### config.mk
export PLATFORM = sky130hd
export DESIGN_NAME = nes_poll_sched
export DESIGN_NICKNAME = d
export VERILOG_FILES = /design/src/rtl/nes_poll_sched.sv
export SDC_FILE = /design/constraint.sdc
export NUM_CORES = 1
export LEC_CHECK = 0
export BUFFER_PORTS_ARGS = -buffer_cell sky130_fd_sc_hd__buf_2
export CORE_MARGIN = 8
export CORE_UTILIZATION = 60
export CTS_BUF_LIST = sky130_fd_sc_hd__clkbuf_16
export CTS_CLUSTER_SIZE = 25
export DETAILED_ROUTE_END_ITERATION = 10
export PLACE_DENSITY_LB_ADDON = 0.2
export SYNTH_ARGS = -nofsm -noshare
export SYNTH_HDL_FRONTEND = slang
export SYNTH_SLANG_ARGS = --single-unit
### constraint.sdc
create_clock -name clk -period 6.4 [get_ports clk]
set_input_delay 0.64 -clock clk [delete_from_list [all_inputs] [get_ports clk]]
set_output_delay 0.64 -clock clk [all_outputs]
set_load 0.02 [all_outputs]
### src/rtl/nes_poll_sched.sv
// Poll scheduler and CPU register block for the NES controller serial bridge.
// Launches bridge transactions periodically or on a software one-shot, supervises
// each with a timeout, latches the returned button byte and flags changes.
module nes_poll_sched #(
  parameter logic [23:0] DEFAULT_PERIOD = 24'd1_000_000,
  parameter logic [19:0] TIMEOUT        = 20'd100_000
) (
  input  logic        clk,
  input  logic        rst,
  input  logic [2:0]  bus_addr,
  input  logic [31:0] bus_wdata,
  input  logic        bus_we,
  input  logic        bus_re,
  output logic [31:0] bus_rdata,
  output logic        irq,
  output logic        br_start,
  input  logic        br_busy,
  input  logic        br_done,
  input  logic        br_nack,
  input  logic [7:0]  br_data
);

  localparam logic [2:0] AddrCtrl    = 3'd0;
  localparam logic [2:0] AddrPeriod  = 3'd1;
  localparam logic [2:0] AddrStatus  = 3'd2;
  localparam logic [2:0] AddrButtons = 3'd3;
  localparam logic [2:0] AddrCount   = 3'd4;

  typedef enum logic [1:0] {StIdle, StIssue, StWait, StCapture} state_e;

  state_e      state_q, state_d;
  logic        en_q, irq_en_q, pending_q, pending_d;
  logic [23:0] period_q, pcnt_q;
  logic [19:0] tcnt_q;
  logic        valid_q, err_q, changed_q;
  logic [7:0]  cur_q, prev_q, data_q;
  logic        nack_q;
  logic [15:0] count_q;
  logic [31:0] rdata_q, rd_mux;

  logic wr_ctrl, wr_period, wr_status;
  logic tick, launch, timed_out, timeout_evt, cap_good, cap_bad;

  // Only PERIOD consumes the upper write-data bits up to 23; the top byte is unused.
  logic unused_wdata;
  assign unused_wdata = ^bus_wdata[31:24];

  assign wr_ctrl   = bus_we && (bus_addr == AddrCtrl);
  assign wr_period = bus_we && (bus_addr == AddrPeriod);
  assign wr_status = bus_we && (bus_addr == AddrStatus);

  // >= rather than == so a PERIOD shrunk below the running count wraps at once.
  assign tick      = en_q && (period_q != 24'd0) && (pcnt_q >= period_q - 24'd1);
  assign launch    = (state_q == StIdle) && (tick || pending_q);
  assign timed_out = tcnt_q >= TIMEOUT - 20'd1;
  assign cap_good  = (state_q == StCapture) && !nack_q;
  assign cap_bad   = (state_q == StCapture) && nack_q;

  assign irq       = irq_en_q & changed_q;
  assign bus_rdata = rdata_q;

  // Next-state logic; br_start is decoded straight from the ISSUE state.
  always_comb begin
    state_d     = state_q;
    br_start    = 1'b0;
    timeout_evt = 1'b0;
    case (state_q)
      StIdle: begin
        if (launch) state_d = StIssue;
      end
      StIssue: begin
        br_start = 1'b1;
        if (br_done) begin
          state_d = StCapture;
        end else if (br_busy) begin
          state_d = StWait;
        end else if (timed_out) begin
          // A bridge that never acknowledges must not wedge the scheduler.
          state_d     = StIdle;
          timeout_evt = 1'b1;
        end
      end
      StWait: begin
        if (br_done) begin
          state_d = StCapture;
        end else if (timed_out) begin
          state_d     = StIdle;
          timeout_evt = 1'b1;
        end
      end
      StCapture: state_d = StIdle;
      default:   state_d = StIdle;
    endcase
  end

  // One-shot request: a launch consumes it, including a write landing on the launch edge.
  always_comb begin
    pending_d = pending_q;
    if (wr_ctrl && bus_wdata[2]) pending_d = 1'b1;
    if (launch) pending_d = 1'b0;
  end

  // FSM state, period counter, timeout counter and bridge result latch.
  always_ff @(posedge clk) begin
    if (rst) begin
      state_q   <= StIdle;
      pending_q <= 1'b0;
      pcnt_q    <= 24'd0;
      tcnt_q    <= 20'd0;
      data_q    <= 8'd0;
      nack_q    <= 1'b0;
    end else begin
      state_q   <= state_d;
      pending_q <= pending_d;
      // The period counter keeps running during a transaction; ticks there are dropped.
      if (!en_q || period_q == 24'd0 || tick) begin
        pcnt_q <= 24'd0;
      end else begin
        pcnt_q <= pcnt_q + 24'd1;
      end
      if (state_q == StIssue || state_q == StWait) begin
        tcnt_q <= tcnt_q + 20'd1;
      end else begin
        tcnt_q <= 20'd0;
      end
      if ((state_q == StIssue || state_q == StWait) && br_done) begin
        data_q <= br_data;
        nack_q <= br_nack;
      end
    end
  end

  // CPU-visible registers; hardware set of a sticky bit wins over a W1C in the same cycle.
  always_ff @(posedge clk) begin
    if (rst) begin
      en_q      <= 1'b0;
      irq_en_q  <= 1'b0;
      period_q  <= DEFAULT_PERIOD;
      valid_q   <= 1'b0;
      err_q     <= 1'b0;
      changed_q <= 1'b0;
      cur_q     <= 8'd0;
      prev_q    <= 8'd0;
      count_q   <= 16'd0;
    end else begin
      if (wr_ctrl) begin
        en_q     <= bus_wdata[0];
        irq_en_q <= bus_wdata[1];
      end
      if (wr_period) period_q <= bus_wdata[23:0];

      if (timeout_evt || cap_bad) begin
        err_q <= 1'b1;
      end else if (wr_status && bus_wdata[2]) begin
        err_q <= 1'b0;
      end

      if (cap_good && (!valid_q || data_q != cur_q)) begin
        changed_q <= 1'b1;
      end else if (wr_status && bus_wdata[3]) begin
        changed_q <= 1'b0;
      end

      if (cap_good) begin
        prev_q  <= cur_q;
        cur_q   <= data_q;
        valid_q <= 1'b1;
        count_q <= count_q + 16'd1;
      end
    end
  end

  // Register read decode; unmapped indices read zero.
  always_comb begin
    rd_mux = 32'd0;
    case (bus_addr)
      AddrCtrl:    rd_mux = {30'd0, irq_en_q, en_q};
      AddrPeriod:  rd_mux = {8'd0, period_q};
      AddrStatus:  rd_mux = {28'd0, changed_q, err_q, valid_q, state_q != StIdle};
      AddrButtons: rd_mux = {16'd0, prev_q, cur_q};
      AddrCount:   rd_mux = {16'd0, count_q};
      default:     rd_mux = 32'd0;
    endcase
  end

  // Read data is registered and held at zero outside the cycle after a read strobe.
  always_ff @(posedge clk) begin
    if (rst) begin
      rdata_q <= 32'd0;
    end else begin
      rdata_q <= bus_re ? rd_mux : 32'd0;
    end
  end

endmodule

==> results of run 1 <==
[sequential cells by signal, indices dropped and copies added, names as in the netlist]
name	cells
bus_rdata	24
pcnt_q	24
period_q	24
tcnt_q	20
count_q	16
cur_q	8
data_q	8
prev_q	8
state_q	2
changed_q	1
en_q	1
err_q	1
irq_en_q	1
nack_q	1
pending_q	1
valid_q	1
[cell type report]
cell class,instances,area [um^2]
Inverter,10,37.5
Clock inverter,14,153
Clock buffer,17,425
Sequential cell,141,2820
Timing Repair Buffer,70,358
Tap cell,143,179
Multi-Input combinational cell,637,3730
Fill cell,919,3520
[layout by cell type (no fill, tap or decap), types with 6 or more instances in the layout]
cell	netlist	final
o21ai_0	11	11
and3_1	14	14
xor2_1	49	49
nor2b_1	8	8
conb_1	1	8
nor3_1	18	18
and4_1	6	6
ha_1	32	32
clkbuf_16	0	17
nor4_1	9	9
a22oi_1	18	18
buf_2	0	67
inv_1	10	10
nand3_1	41	41
and2_1	12	12
nand2_1	131	131
nand4_1	14	14
dfxtp_1	141	141
xnor2_1	34	34
a21oi_1	69	69
nor2_1	114	114
[worst paths after layout]
kind                       startpoint                         to  slack, ps  cells after the start
min                     bus_wdata[19]  period_q[19]$_SDFFE_PP1P_        450                      3
min reg2reg    prev_q[7]$_SDFFE_PP0P_     prev_q[7]$_SDFFE_PP0P_        460                      2
max          period_q[0]$_SDFFE_PP0P_      pcnt_q[22]$_SDFF_PP0_       2240                     14
max reg2reg  period_q[0]$_SDFFE_PP0P_      pcnt_q[22]$_SDFF_PP0_       2240                     14
[critical path, cell delays in order, from the launching register on]
cell	delay, ps
dfxtp_1	360
inv_1	100
ha_1	240
nor3b_1	320
and2_1	240
nand2_1	90
or3_1	340
xor2_1	160
ha_1	300
a21o_1	180
a21oi_1	160
nor3_1	80
nor4_1	650
nand3_2	590
nor2_1	250
[cells by family (layout without fill, tap and decap cells)]
kind of cell               count (synthesis)  in the layout
DFF                                      141            141
and+or+nand+nor                          389            389
AOI/OAI and AO/OA                        120            120
muxes                                      5              5
buffers and inverters                     55            111
adders and majority gates                 32             32
xor gates and xnor gates                  83             83
other                                      1              8
[report_power, final]
group	internal, mW	switching (mW)	total [mW]
registers	0.904	0.0290	0.933
clock network	0.603	0.358	0.960
logic	0.0757	0.140	0.216
total	1.58	0.527	2.11
[per-layer routing]
layer	up-vias	GRT usage, %	share of wire (%)
met5	-	0	0
met4	0	9.06	1.9
met3	25	5.43	5.5
met2	166	38.2	50
met1	2744	26.3	43
li1	2897	-	-
[through the flow]
stage	instance area (um^2)	util [%]	total power, mW	instances
2_1_floorplan	6800	-	1.11	833
3_3_place_gp	7120	63.5	1.16	1001
3_5_place_dp	7120	63.5	1.17	1001
4_1_cts	7700	68.6	2.12	1032
5_1_grt	7700	68.6	2.20	1032
6_report	7700	68.6	2.11	1032
==> impl_metrics.json, run 1 <==
{
  "run_status": "completed",
  "grtUsageTotal_pct": 22.3,
  "drc": 0,
  "design.die.area_um2": 14900,
  "synth_seq_cells": 141,
  "muxShareOfSynthArea_pct": 0.794,
  "syn_avg_cell_area_um2": 8.20,
  "routedWlPerCell_um": 15.7,
  "setup_viol_count_final": 0,
  "worst_vdd_rail_ir_drop_uv": 234,
  "first_pass_grt_wire_length_mm": 26.8,
  "synth_area_in_simple_gates_pct": 26.4,
  "final_cycle_share_pct": 64.9,
  "post_synth_fa_ha_maj_area_fraction_pct": 5.91,
  "synth_area_um2": 6780,
  "cts-root-to-sink-buffers": 2,
  "synthDominantAreaCellType": "dfxtp_1",
  "synthToLayoutAreaGrowth_pct": 13.7,
  "cts_setup_buffers": 0,
  "area_of_the_core_um2": 11200,
  "count_of_input_and_output_buffers": 67,
  "finalWorstSetupSlack_ps": 2240,
  "detailed_place_hpwl_mm": 11.8,
  "cts.hold.buffers_added": 0,
  "worstHoldPathType": "in2reg",
  "antenna_found_initial": 0,
  "cts_tree": "done",
  "cts_htree_levels": 4,
  "grt_start_max_net_pins": 70,
  "synth_top_family_by_area": "simple AND/OR/NAND/NOR gates",
  "crit_path_max_fanout": 24,
  "insertedDiodeCount": 0,
  "die_h_um": 122,
  "layout.nets": 959,
  "clk_latency_ps": 410,
  "finalHoldViolations": 0,
  "startpoint_type": "flop",
  "synthTopCellsByArea": "dfxtp_1, nand2_1, xor2_1, nor2_1, ha_1",
  "synth_compound_area_share_pct": 10.7,
  "synth_cell_type_count": 48,
  "pwr_density_cell_nw_per_um2": 274,
  "leakagePower_nw": 2.97,
  "fin_tns_setup_ps": 0,
  "final.setup_skew_ps": 8.12,
  "cts_buffers": 17,
  "routed-via-count": 5832,
  "initial_core_util_pct": 60.4,
  "worst-slew-pin-transition_ps": 1250,
  "cap_viol_max_count": 0,
  "antenna_left": 0,
  "top_level_ports": 84,
  "vias_in_the_first_global_route": 5715,
  "numClockSinks": 141,
  "via_per_inst": 5.65,
  "detailedRoute.firstIterationViolations": 354,
  "cts_repair_resize_count": 0,
  "hold_slack_ps": 448,
  "synth_commonest_cells": "dfxtp_1, nand2_1, nor2_1, a21oi_1, xor2_1",
  "yosys.area.top_type_share_pct": 41.7,
  "cp.required_ps": 6730,
  "synth-xor-area-share_pct": 10.7,
  "overflow": 0,
  "cts-root-buf": "clkbuf_16",
  "post-place-ws_ps": 2270,
  "post_cts_clock_slew_at_the_launch_and_capture_registers_of_the_worst_setup_and_hold_paths_ps": 60,
  "drt_pre_antenna_iters": 5,
  "crit_arrival_ps": 4490,
  "final_period_minus_worst_setup_slack_ps": 4160,
  "post_synth_edffs": 0,
  "synthesis.yosys.warnings": 0,
  "setup_repair_after_global_routing_missed_its_margin": "false",
  "cp-end-kind": "flop",
  "die_width_um": 122,
  "wirelength_mm": 16.2,
  "timing_worst_setup_path_type": "reg2reg",
  "synthMostInstantiatedCell": "dfxtp_1",
  "max_freq_ghz": 0.241,
  "postSynth.asyncResetShare_pct": 0,
  "place_congestion": 0.859,
  "synthCells": 826,
  "slew_headroom_pct": 15.7,
  "max_slew_violations": 0,
  "layout-drive-gt1-share_pct": 12.3,
  "postSynth.topFlopCell": "dfxtp_1",
  "ys_seq_area_share_pct": 41.7,
  "core.rowCount": 39
}
No activity file was read; power rests on OpenSTA's default activity.
==> run 2: changes to the inputs <==
- CORE_UTILIZATION: 60 -> 58
- clock period: 6.4 -> 4.2 ns (I/O delays scaled with it)
==> impl_metrics.json, run 2 (same netlist as run 1, synthesis figures left out) <==
{
  "run_status": "completed",
  "highest_count_cells_in_the_layout_ignoring_fill_and_taps": "dfxtp_1, nand2_1, nor2_1",
  "finalHoldViolations": 0,
  "area_of_the_core_um2": 11400,
  "numClockSinks": 141,
  "final_core_util_pct": 67.1,
  "count_of_input_and_output_buffers": 67,
  "final_cell_count_no_fill": 1034,
  "wirelength_mm": 16.0,
  "cap_viol_max_count": 0,
  "worst_vdd_rail_ir_drop_uv": 357,
  "first_pass_grt_wire_length_mm": 26.7,
  "pwr_density_cell_nw_per_um2": 403,
  "die_h_um": 124,
  "final.setup_skew_ps": 9.26,
  "layout-drive-gt1-share_pct": 12.5,
  "r2r_cells": 12,
  "cts_repair_resize_count": 0,
  "worstHoldPathType": "in2reg",
  "placed_cells": 1002,
  "max_slew_violations": 0,
  "fin_tns_setup_ps": 0,
  "grt_start_max_net_pins": 69,
  "timing_worst_setup_path_type": "reg2reg",
  "die_width_um": 124,
  "cts-root-buf": "clkbuf_16",
  "routed-via-count": 5836,
  "leakagePower_nw": 2.95,
  "detailedRoute.firstIterationViolations": 407,
  "detailed_place_hpwl_mm": 11.6,
  "cp-end-kind": "flop",
  "grtUsageMet3_pct": 5.39,
  "cts.hold.buffers_added": 0,
  "cts_htree_levels": 4,
  "drc": 0,
  "crit_arrival_ps": 4000,
  "nFillCells": 957,
  "worst_hold_path.num_cells": 3,
  "top_level_ports": 84,
  "place_congestion": 0.840,
  "design.die.area_um2": 15400,
  "synthToLayoutAreaGrowth_pct": 13.1,
  "crit_path_max_fanout": 7,
  "setup_viol_count_final": 0,
  "cp.required_ps": 4460,
  "antenna_left": 0,
  "vias_in_the_first_global_route": 5643,
  "startpoint_type": "flop",
  "cts_setup_buffers": 0,
  "drt_pre_antenna_iters": 5,
  "initial_core_util_pct": 59.3,
  "grtUsageMet1_pct": 26.8,
  "routedWlPerCell_um": 15.5,
  "via_per_inst": 5.64,
  "core.rowCount": 39,
  "cts_buffers": 17,
  "antenna_found_initial": 0,
  "slew_headroom_pct": 25.9,
  "layout.nets": 960,
  "setup_repair_after_global_routing_missed_its_margin": "false",
  "worst-slew-pin-transition_ps": 1110,
  "clk_latency_ps": 420,
  "final_period_minus_worst_setup_slack_ps": 3740,
  "grtUsageTotal_pct": 21.6,
  "groute.layer.met2.usage_pct": 36.2,
  "post_cts_clock_slew_at_the_launch_and_capture_registers_of_the_worst_setup_and_hold_paths_ps": 60,
  "max_freq_ghz": 0.267,
  "gr-max-usage-layer": "met2",
  "overflow": 0,
  "final_cycle_share_pct": 89.0,
  "insertedDiodeCount": 0,
  "cts_tree": "done",
  "cts-root-to-sink-buffers": 2,
  "most_common_library_cell_in_the_layout_ignoring_fill_and_taps": "dfxtp_1"
}
[run 2: worst paths after layout]
check,startpoint,to,slack [ps]
worst max-delay path,period_q[2]$_SDFFE_PP0P_,pending_q$_SDFFE_PP0P_,460
worst min-delay path,bus_wdata[18],period_q[18]$_SDFFE_PP1P_,210
worst max register to register,period_q[2]$_SDFFE_PP0P_,pending_q$_SDFFE_PP0P_,460
worst min register to register,prev_q[5]$_SDFFE_PP0P_,prev_q[5]$_SDFFE_PP0P_,460
[run 2: layout make-up]
class	count	area, um^2	area share, %
Clock inverter	15	98.8	1.29
Clock buffer	17	425	5.55
Tap cell	143	179	2.33
Multi-Input combinational cell	637	3740	48.8
Timing Repair Buffer	71	365	4.77
Inverter	10	37.5	0.490
Sequential cell	141	2820	36.8
[run 2: stage by stage]
step | power (mW) | cell area [um^2] | setup WS [ps] | hold slack [ps]
after floorplan | 1.69 | 6800 | 863 | 430
after global placement | 1.76 | 7130 | 492 | 445
after detailed placement | 1.77 | 7130 | 384 | 453
after CTS | 3.10 | 7660 | 374 | 207
after global routing | 3.20 | 7670 | 91.6 | 223
final | 3.09 | 7670 | 461 | 214
[run 2: routing by layer]
metal  share of wire [%]  routed length [um]  up-vias
li1                    -                   -     2900
met1                  45                7170     2759
met2                  49                7830      161
met3                 5.4                 860       16
met4                 1.1                 178        0
met5                   0                   0        -
[run 2: where the power goes]
part / internal [mW] / switching, mW
combinational: 0.115 / 0.215
sequential: 1.38 / 0.0420
clock: 0.751 / 0.589
total: 2.24 / 0.846
[run 2: critical path, stage by stage (launching register included)]
cell and delay [ps]:
dfxtp_1 380, or4_1 570, nor3_1 250, nand4_1 250
or3_1 430, xor2_1 150, ha_1 310, nand4_1 120
nor3_1 280, o21ai_0 150, o22a_1 320, a211oi_1 320
a2111oi_2 60
==> run 3: changes to the inputs <==
- MAX_ROUTING_LAYER: unset -> met4
==> impl_metrics.json, run 3 (same netlist as run 1, synthesis figures left out) <==
{
  "final.setup_skew_ps": 7.00,
  "hold_slack_ps": 215,
  "cp.required_ps": 4460,
  "power.sequential.fraction_pct": 45.9,
  "cts_tree": "done",
  "core.rowCount": 39,
  "die_h_um": 124,
  "insertedDiodeCount": 0,
  "r2r_end": "pending_q$_SDFFE_PP0P_",
  "via_per_inst": 5.65,
  "routed-via-count": 5838,
  "first_pass_grt_wire_length_mm": 26.6,
  "fin_tns_setup_ps": 0,
  "worstHoldPathType": "in2reg",
  "finalWorstSetupSlack_ps": 483,
  "finalInstanceArea_um2": 7670,
  "max_stage_delay_on_crit_path_ps": 560,
  "overflow": 0,
  "slew_headroom_pct": 29.6,
  "cp-end-kind": "flop",
  "power_report.internal_total_mw": 2.24,
  "power_frac_clock_pct": 43.4,
  "clk_latency_ps": 420,
  "design.die.area_um2": 15400,
  "top_level_ports": 84,
  "grtUsageTotal_pct": 22.2,
  "worst_reg2reg_path_startpoint": "period_q[2]$_SDFFE_PP0P_",
  "drt_pre_antenna_iters": 5,
  "worst_vdd_rail_ir_drop_uv": 356,
  "highest_count_cells_in_the_layout_ignoring_fill_and_taps": "dfxtp_1, nand2_1, nor2_1",
  "run_status": "completed",
  "wirelength_mm": 16.0,
  "cap_viol_max_count": 0,
  "final_core_util_pct": 67.1,
  "cts.hold.buffers_added": 0,
  "cts_htree_levels": 4,
  "finalHoldViolations": 0,
  "routedWlPerCell_um": 15.5,
  "antenna_found_initial": 0,
  "detailedRoute.firstIterationViolations": 446,
  "numClockSinks": 141,
  "max_slew_violations": 0,
  "initial_core_util_pct": 59.3,
  "sw_frac_of_total_pct": 27.4,
  "r2r_cells": 12,
  "setup_repair_after_global_routing_missed_its_margin": "false",
  "place_congestion": 0.853,
  "cts-root-to-sink-buffers": 2,
  "vias_in_the_first_global_route": 5645,
  "cts-root-buf": "clkbuf_16",
  "max_freq_ghz": 0.269,
  "post-place-ws_ps": 384,
  "crit_path_max_fanout": 7,
  "antenna_left": 0,
  "pwr_density_cell_nw_per_um2": 403,
  "synthToLayoutAreaGrowth_pct": 13.1,
  "worst_path_max_delay_cell": "or4_1",
  "die_width_um": 124,
  "leakagePower_nw": 2.95,
  "critical_path.cell_chain": "or4_1, nor3_1, nand4_1, or3_1, xor2_1, ha_1, nand4_1, nor3_1, o21ai_0, o22a_1, a211oi_1, a2111oi_2",
  "layout.nets": 960,
  "timing_worst_setup_path_type": "reg2reg",
  "cts_buffers": 17,
  "final_period_minus_worst_setup_slack_ps": 3720,
  "final_cycle_share_pct": 88.5,
  "dpl-instance-area_um2": 7130,
  "crit_arrival_ps": 3980,
  "detailed_place_hpwl_mm": 11.6,
  "critPathCapture": "pending_q$_SDFFE_PP0P_",
  "startpoint_type": "flop",
  "layout-drive-gt1-share_pct": 12.5,
  "comb_power_share_pct": 10.7,
  "area_of_the_core_um2": 11400,
  "post_cts_clock_slew_at_the_launch_and_capture_registers_of_the_worst_setup_and_hold_paths_ps": 60,
  "drc": 0,
  "critical_path.startpoint": "period_q[2]$_SDFFE_PP0P_",
  "worst-slew-pin-transition_ps": 1050,
  "count_of_input_and_output_buffers": 67,
  "grt_start_max_net_pins": 69,
  "setup_viol_count_final": 0,
  "most_common_library_cell_in_the_layout_ignoring_fill_and_taps": "dfxtp_1",
  "p_switching_mw": 0.848,
  "minimum_setup_slack_among_reg_to_reg_paths_ps": 480
}
[run 3: layout make-up]
type	count	area [um^2]
fillers	957	3750
multi-input cells	637	3740
flip-flops and latches	141	2820
clock buffers	17	425
repair buffers	71	365
well taps	143	179
clock inverters	15	98.8
inverters	10	37.5
[run 3: worst min-delay path by stage]
stage,endpoint,start,cells past startpoint,slack [ps]
after CTS,period_q[18]$_SDFFE_PP1P_,bus_wdata[18],3,210
after global routing,period_q[18]$_SDFFE_PP1P_,bus_wdata[18],3,220
after detailed placement,prev_q[5]$_SDFFE_PP0P_,prev_q[5]$_SDFFE_PP0P_,2,450
after floorplan,tcnt_q[0]$_SDFF_PP0_,tcnt_q[0]$_SDFF_PP0_,1,430
final,period_q[18]$_SDFFE_PP1P_,bus_wdata[18],3,210
after global placement,tcnt_q[0]$_SDFF_PP0_,tcnt_q[0]$_SDFF_PP0_,1,440
[run 3: critical path: cells and delay by family (launching register included)]
kind | cells | cell delay (ps)
xor gates and xnor gates | 1 | 150
DFF | 1 | 380
adders and majority gates | 1 | 310
and+or+nand+nor | 6 | 1880
AOI/OAI and AO/OA | 4 | 830
[run 3: power by group through the flow]
| stage | combinational, mW | sequential [mW] | clock, mW |
|---|---|---|---|
| 3_5_place_dp | 0.325 | 1.45 | 0 |
| 5_1_grt | 0.366 | 1.42 | 1.41 |
| 4_1_cts | 0.328 | 1.42 | 1.36 |
| 2_1_floorplan | 0.252 | 1.44 | 0 |
| 3_3_place_gp | 0.314 | 1.45 | 0 |
| 6_report | 0.329 | 1.42 | 1.34 |
[run 3: timing repair]
item | in CTS | in global routing
endpoints found under the setup margin | 0 | 23
resized for setup | 0 | 1
buffers inserted | 0 | 0
[run 3: through the flow]
stage	power [mW]	instances
after detailed placement	1.77	1002
after CTS	3.10	1034
after global routing	3.20	1034
final	3.09	1034
after floorplan	1.69	833
after global placement	1.76	1002
[run 3: per-layer routing]
| metal | share of wire, % | up-vias | wire length, um | GRT usage (%) |
|---|---|---|---|---|
| met5 | 0 | - | 0 | - |
| met4 | 1.0 | 0 | 163 | 6.39 |
| met3 | 4.8 | 17 | 775 | 5.03 |
| met2 | 49 | 157 | 7790 | 36.3 |
| met1 | 45 | 2764 | 7280 | 26.9 |
| li1 | - | 2900 | - | - |
